--- src/rtl/fifo_wr_arbiter.sv ---
// fifo_wr_arbiter
// Round-robin arbiter sharing the write port of one async FIFO among NUM_REQ
// requesters. Lives in the wclk domain. Each grant allows a burst of up to
// MAX_BURST words, and the FIFO is never written while wfull is high.
//
// Ports:
//   wclk       write-side clock, all state on the rising edge
//   rst        asynchronous active-high reset
//   req_valid  per-requester word available
//   req_data   requester i word at [i*WIDTH +: WIDTH]
//   req_ready  per-requester word accepted this cycle
//   wfull      FIFO full flag (wclk domain)
//   wr_en      FIFO write enable
//   din        FIFO write data (zero when not writing)
//   grant      registered one-hot grant, zero when idle
//   busy       high while a burst is in progress
//
// Optional: define WR_ARB_STATS_EN to add the saturating 16-bit counters
// words_written and full_stall_cycles.
//
// state | meaning
// IDLE  | no grant; pick the next requester in rotation (costs one cycle)
// BURST | grant held; words transfer whenever granted valid and not full
module fifo_wr_arbiter #(
    parameter int WIDTH     = 8,
    parameter int NUM_REQ   = 4,
    parameter int MAX_BURST = 4
) (
    input  logic                     wclk,
    input  logic                     rst,
    input  logic [NUM_REQ-1:0]       req_valid,
    input  logic [NUM_REQ*WIDTH-1:0] req_data,
    output logic [NUM_REQ-1:0]       req_ready,
    input  logic                     wfull,
    output logic                     wr_en,
    output logic [WIDTH-1:0]         din,
    output logic [NUM_REQ-1:0]       grant,
    output logic                     busy
`ifdef WR_ARB_STATS_EN
    ,
    output logic [15:0]              words_written,
    output logic [15:0]              full_stall_cycles
`endif
);

    localparam int PTR_W = (NUM_REQ > 1) ? $clog2(NUM_REQ) : 1;
    localparam int CNT_W = $clog2(MAX_BURST + 1);
    localparam logic [CNT_W-1:0] LAST_BEAT = CNT_W'(MAX_BURST - 1);
    localparam logic [PTR_W-1:0] PTR_RST   = PTR_W'(NUM_REQ - 1);

    typedef enum logic {
        IDLE,
        BURST
    } state_t;

    state_t             state_q, state_d;
    logic [NUM_REQ-1:0] grant_q, grant_d;
    logic [CNT_W-1:0]   burst_cnt_q, burst_cnt_d;
    logic [PTR_W-1:0]   last_ptr_q, last_ptr_d;

    logic [PTR_W-1:0]   sel;
    logic               sel_found;
    logic               granted_valid;

    // Scan cyclically starting just after the last served requester.
    always_comb begin
        int               idx;
        logic [PTR_W-1:0] idx_p;
        sel       = last_ptr_q;
        sel_found = 1'b0;
        idx       = 0;
        idx_p     = '0;
        for (int k = 1; k <= NUM_REQ; k++) begin
            idx   = (int'(last_ptr_q) + k) % NUM_REQ;
            idx_p = PTR_W'(idx);
            if (!sel_found && req_valid[idx_p]) begin
                sel       = idx_p;
                sel_found = 1'b1;
            end
        end
    end

    assign granted_valid = |(grant_q & req_valid);
    // grant_q is all-zero outside BURST, so no state qualifier is needed here.
    assign req_ready     = grant_q & req_valid & {NUM_REQ{~wfull}};
    assign wr_en         = |req_ready;
    assign grant         = grant_q;
    assign busy          = (state_q == BURST);

    always_comb begin
        din = '0;
        for (int i = 0; i < NUM_REQ; i++) begin
            if (req_ready[i]) begin
                din = req_data[i*WIDTH +: WIDTH];
            end
        end
    end

    always_comb begin
        state_d     = state_q;
        grant_d     = grant_q;
        burst_cnt_d = burst_cnt_q;
        last_ptr_d  = last_ptr_q;
        case (state_q)
            IDLE: begin
                if (sel_found) begin
                    state_d     = BURST;
                    grant_d     = NUM_REQ'(1) << sel;
                    last_ptr_d  = sel;
                    burst_cnt_d = '0;
                end
            end
            BURST: begin
                if (!granted_valid) begin
                    // Requester let go: forfeit the rest of the burst.
                    state_d     = IDLE;
                    grant_d     = '0;
                    burst_cnt_d = '0;
                end else if (wr_en) begin
                    if (burst_cnt_q == LAST_BEAT) begin
                        state_d     = IDLE;
                        grant_d     = '0;
                        burst_cnt_d = '0;
                    end else begin
                        burst_cnt_d = burst_cnt_q + CNT_W'(1);
                    end
                end
            end
            default: begin
                state_d = IDLE;
                grant_d = '0;
            end
        endcase
    end

    always_ff @(posedge wclk or posedge rst) begin
        if (rst) begin
            state_q     <= IDLE;
            grant_q     <= '0;
            burst_cnt_q <= '0;
            last_ptr_q  <= PTR_RST;
        end else begin
            state_q     <= state_d;
            grant_q     <= grant_d;
            burst_cnt_q <= burst_cnt_d;
            last_ptr_q  <= last_ptr_d;
        end
    end

`ifdef WR_ARB_STATS_EN
    logic [15:0] words_written_q, words_written_d;
    logic [15:0] full_stall_q, full_stall_d;

    always_comb begin
        words_written_d = words_written_q;
        full_stall_d    = full_stall_q;
        if (wr_en && (words_written_q != 16'hFFFF)) begin
            words_written_d = words_written_q + 16'd1;
        end
        if ((state_q == BURST) && wfull && granted_valid && (full_stall_q != 16'hFFFF)) begin
            full_stall_d = full_stall_q + 16'd1;
        end
    end

    always_ff @(posedge wclk or posedge rst) begin
        if (rst) begin
            words_written_q <= '0;
            full_stall_q    <= '0;
        end else begin
            words_written_q <= words_written_d;
            full_stall_q    <= full_stall_d;
        end
    end

    assign words_written     = words_written_q;
    assign full_stall_cycles = full_stall_q;
`endif

endmodule

--- config.mk ---
export PLATFORM = sky130hd
export DESIGN_NAME = fifo_wr_arbiter
export DESIGN_NICKNAME = d
export VERILOG_FILES = /design/src/rtl/fifo_wr_arbiter.sv
export SDC_FILE = /design/constraint.sdc
export NUM_CORES = 1
export LEC_CHECK = 0
export ABC_AREA = 1
export BUFFER_PORTS_ARGS = -buffer_cell sky130_fd_sc_hd__buf_2
export CAP_MARGIN = 20
export CELL_PAD_IN_SITES_DETAIL_PLACEMENT = 0
export CELL_PAD_IN_SITES_GLOBAL_PLACEMENT = 2
export CORE_ASPECT_RATIO = 1.5
export CORE_MARGIN = 2
export CORE_UTILIZATION = 19
export DETAILED_ROUTE_END_ITERATION = 7
export PLACE_DENSITY = 0.73
export SYNTH_ARGS = -nofsm -noshare
export SYNTH_HDL_FRONTEND = slang
export SYNTH_SLANG_ARGS = --single-unit
--- constraint.sdc ---
create_clock -name wclk -period 1.73 [get_ports wclk]
set_clock_uncertainty 0.1 [all_clocks]
set_input_delay 0.346 -clock wclk [delete_from_list [all_inputs] [get_ports wclk]]
set_output_delay 0.346 -clock wclk [all_outputs]
set_load 0.01 [all_outputs]
==> run_results.csv <==
group,metric,value,unit
status,status,"finished with violations",
status,violations,"negative setup slack",
setup_path,rr_worst_depth,11,
cts,insertion_delay,0.24,ns
cts,path_clk_slew,0.05,ns
logic_synthesis,synth.avg_cell_area,5.962,µm²
hold_path,worstHoldPathCells,2,
global_route,grt_max_degree,18,
routing,antenna_left,0,
global_route,grt_use_total,12.71,%
floorplanning,coreArea,5450,µm²
floorplanning,io_pins,57,
floorplanning,die_x,65.20,µm
timing,setup_viol,14,
timing,final_max_slew_viol_count,0,
logic_synthesis,synth_nets,219,
pwr,p_leak,0.001083,µW
setup_path,ff2ff_setup_slack,-0.05,ns
cells_and_area,num_antenna_cells,0,
cts,cts_tree,"done",
routing,first_pass_iters,4,
placement,dpl-instance-area,1598,µm²
cts,cts_buffers,3,
cells_and_area,fillers,621,
timing,final.setup.worst_slack,-0.2230,ns
cts,max-clock-path-buffers,2,
global_route,overflow,0,
timing,hold_ws,0.3865,ns
placement,hpwl,3.145,mm
global_route,grt_pass1_vias,1448,
routing,drt_iter0_drc,22,
logic_synthesis,yosysUniqueCellTypes,23,
cells_and_area,nets,314,
timing,rsz0062_at_grt,"true",
cells_and_area,final_util,35.58,%
cells_and_area,design_area,1939,µm²
global_route,grt_pass1_wl,6.223,mm
floorplanning,fp.dieArea,6245,µm²
logic_synthesis,syn_area,1067,µm²
floorplanning,row_count,33,
cells_and_area,layout-drive-gt1-share,57.88,%
setup_path,crit_chain,"nand2_2 > nor2_4 > clkinvlp_4 > nand3_2 > o21ai_1 > o21ai_1 > buf_2",
flow_run,max-cap-violations,0,
placement,gp_congestion,0.7592,
cells_and_area,area_growth,81.71,%
setup_path,required,1.28,ns
global_route,antenna_found_initial,0,
logic_synthesis,synth-seq-cells,10,
setup_path,critPathKind,"reg -> out",
logic_synthesis,synth-seq-area-share,23.68,%
pwr,p_per_area,1566,nW/µm²
timing,worstMarginPinSlew,0.4014,ns
setup_path,startpoint_type,"flip-flop",
floorplanning,start_util,19.58,%
pwr,max-vdd-ir-drop,0.5839,mV
setup_path,end_kind,"output port",
timing,fin_crit_sh,112.9,%
timing,period_minus_slack,1.953,ns
setup_path,crit_slowest_cell,"dfrtp_1",
timing,fmax,512.0,MHz
placement,port_buffers,56,
cts,root_buffer,"clkbuf_8",
routing,num_vias,1474,
floorplanning,die_h,95.79,µm
setup_path,cp_slowest_stage_delay,0.38,ns
logic_synthesis,synth_warnings,0,
routing,post-route-drc-count,0,
routing,wl_per_cell,11.57,µm
timing,hold_viol,0,
cts,cts.sinks,10,
setup_path,arrival,1.51,ns
setup_path,path_max_fanout,8,
timing,relSlewSlack,73.21,%
hold_path,hold_path_class,"reg -> reg",
setup_path,crit_top_cell,"o21ai_1",
logic_synthesis,synthCells,179,
routing,vias_per_cell,4.297,
timing,tns,-1.798,ns
routing,routed_wl,3.970,mm
cts,htreeDepth,1,
[state kept, by name, indices dropped and copies added, names as in the netlist]
name,cells
busy,1
burst_cnt_q,3
last_ptr_q,2
grant,4
[cells in the final DEF (no fill, tap or decap), drive strengths merged]
cell type and instances:
a21oi 1, buf 92, clkbuf 4, clkinvlp 2, dfrtp 8, dfstp 2
dlygate4sd3 1, ha 1, inv 10, nand2 85, nand3 29, nand3b 1
nand4 1, nor2 13, nor3 1, o21ai 22
[routing by layer]
layer	part of all wire (%)	wire [µm]	global-route usage, %
met5	0	0	0
met4	2.9	114	6.250
met3	4.1	163	0.9357
met2	54	2125	24.57
met1	39	1567	13.60
[per-stage QoR]
stage	cells	setup WS [ns]	total power, µW
after floorplan	179	-0.005538	1620
after global placement	323	-0.09615	2251
after detailed placement	323	-0.1207	2248
after CTS	335	-0.2574	2826
after global routing	343	-0.3269	3357
final	343	-0.2230	3037
[path summary, 6_finish.rpt]
| path | from | to |
|---|---|---|
| worst max-delay path | grant[2]$_DFFE_PP0P_ | din[3] |
| worst min-delay path | burst_cnt_q[2]$_DFFE_PP0P_ | burst_cnt_q[2]$_DFFE_PP0P_ |
| worst max register to register | last_ptr_q[0]$_DFFE_PP1P_ | grant[2]$_DFFE_PP0P_ |
| worst min register to register | burst_cnt_q[2]$_DFFE_PP0P_ | burst_cnt_q[2]$_DFFE_PP0P_ |
| max in group asynchronous | rst | last_ptr_q[1]$_DFFE_PP1P_ |
| min in group asynchronous | rst | grant[1]$_DFFE_PP0P_ |
[Yosys cell counts (all sizes together)]
cell,instances,area (µm²)
inv,11,41.29
a21oi,1,5.000
dfrtp,8,200.2
clkbuf,2,7.510
dfstp,2,52.55
o21ai,22,110.1
nor3,1,5.000
nand2,85,374.1
nand3,29,162.7
buf,2,12.51
ha,1,12.51
nand3b,1,7.510
nor2,13,63.81
nand4,1,12.51
[final cells by class]
| cell class | instances | area, µm² | share of cell area (%) |
|---|---|---|---|
| sequential | 10 | 252.7 | 13.03 |
| clock buffer | 4 | 55.05 | 2.839 |
| timing repair buffer | 93 | 575.6 | 29.68 |
| tap | 70 | 87.58 | 4.516 |
| inverter | 11 | 47.55 | 2.452 |
| multi-input combinational | 154 | 913.4 | 47.10 |
| timing repair inverter | 1 | 7.507 | 0.3871 |
[cells by family after synthesis]
group / after synthesis / synth area share (%)
and+or+nand+nor: 130 / 58.62
buffers and inverters: 15 / 5.745
DFF: 10 / 23.68
AOI/OAI and AO/OA: 23 / 10.79
adders and majority gates: 1 / 1.172
[critical path: cells and delay by family, from the launching register on]
family,cells,cell delay (ns)
AO/OA/AOI/OAI,2,0.20
buffers and inverters,2,0.38
flip-flops,1,0.38
AND/OR/NAND/NOR,3,0.32
[what timing repair did]
action | 4_1_cts | 5_1_grt
buffers inserted | 6 | 8
pin swaps | 12 | 26
hold buffers | 1 | 0
resized for setup | 29 | 26
hold endpoints to repair | 8 | 0
cloned | 1 | 0
endpoints found under the setup margin | 15 | 20
[where the power goes]
part | total, µW | switching, µW | internal (µW)
Combinational | 2330 | 1310 | 1010
Clock | 292 | 92.1 | 200
Sequential | 418 | 81.2 | 337
(Power assumes the default switching activity.)
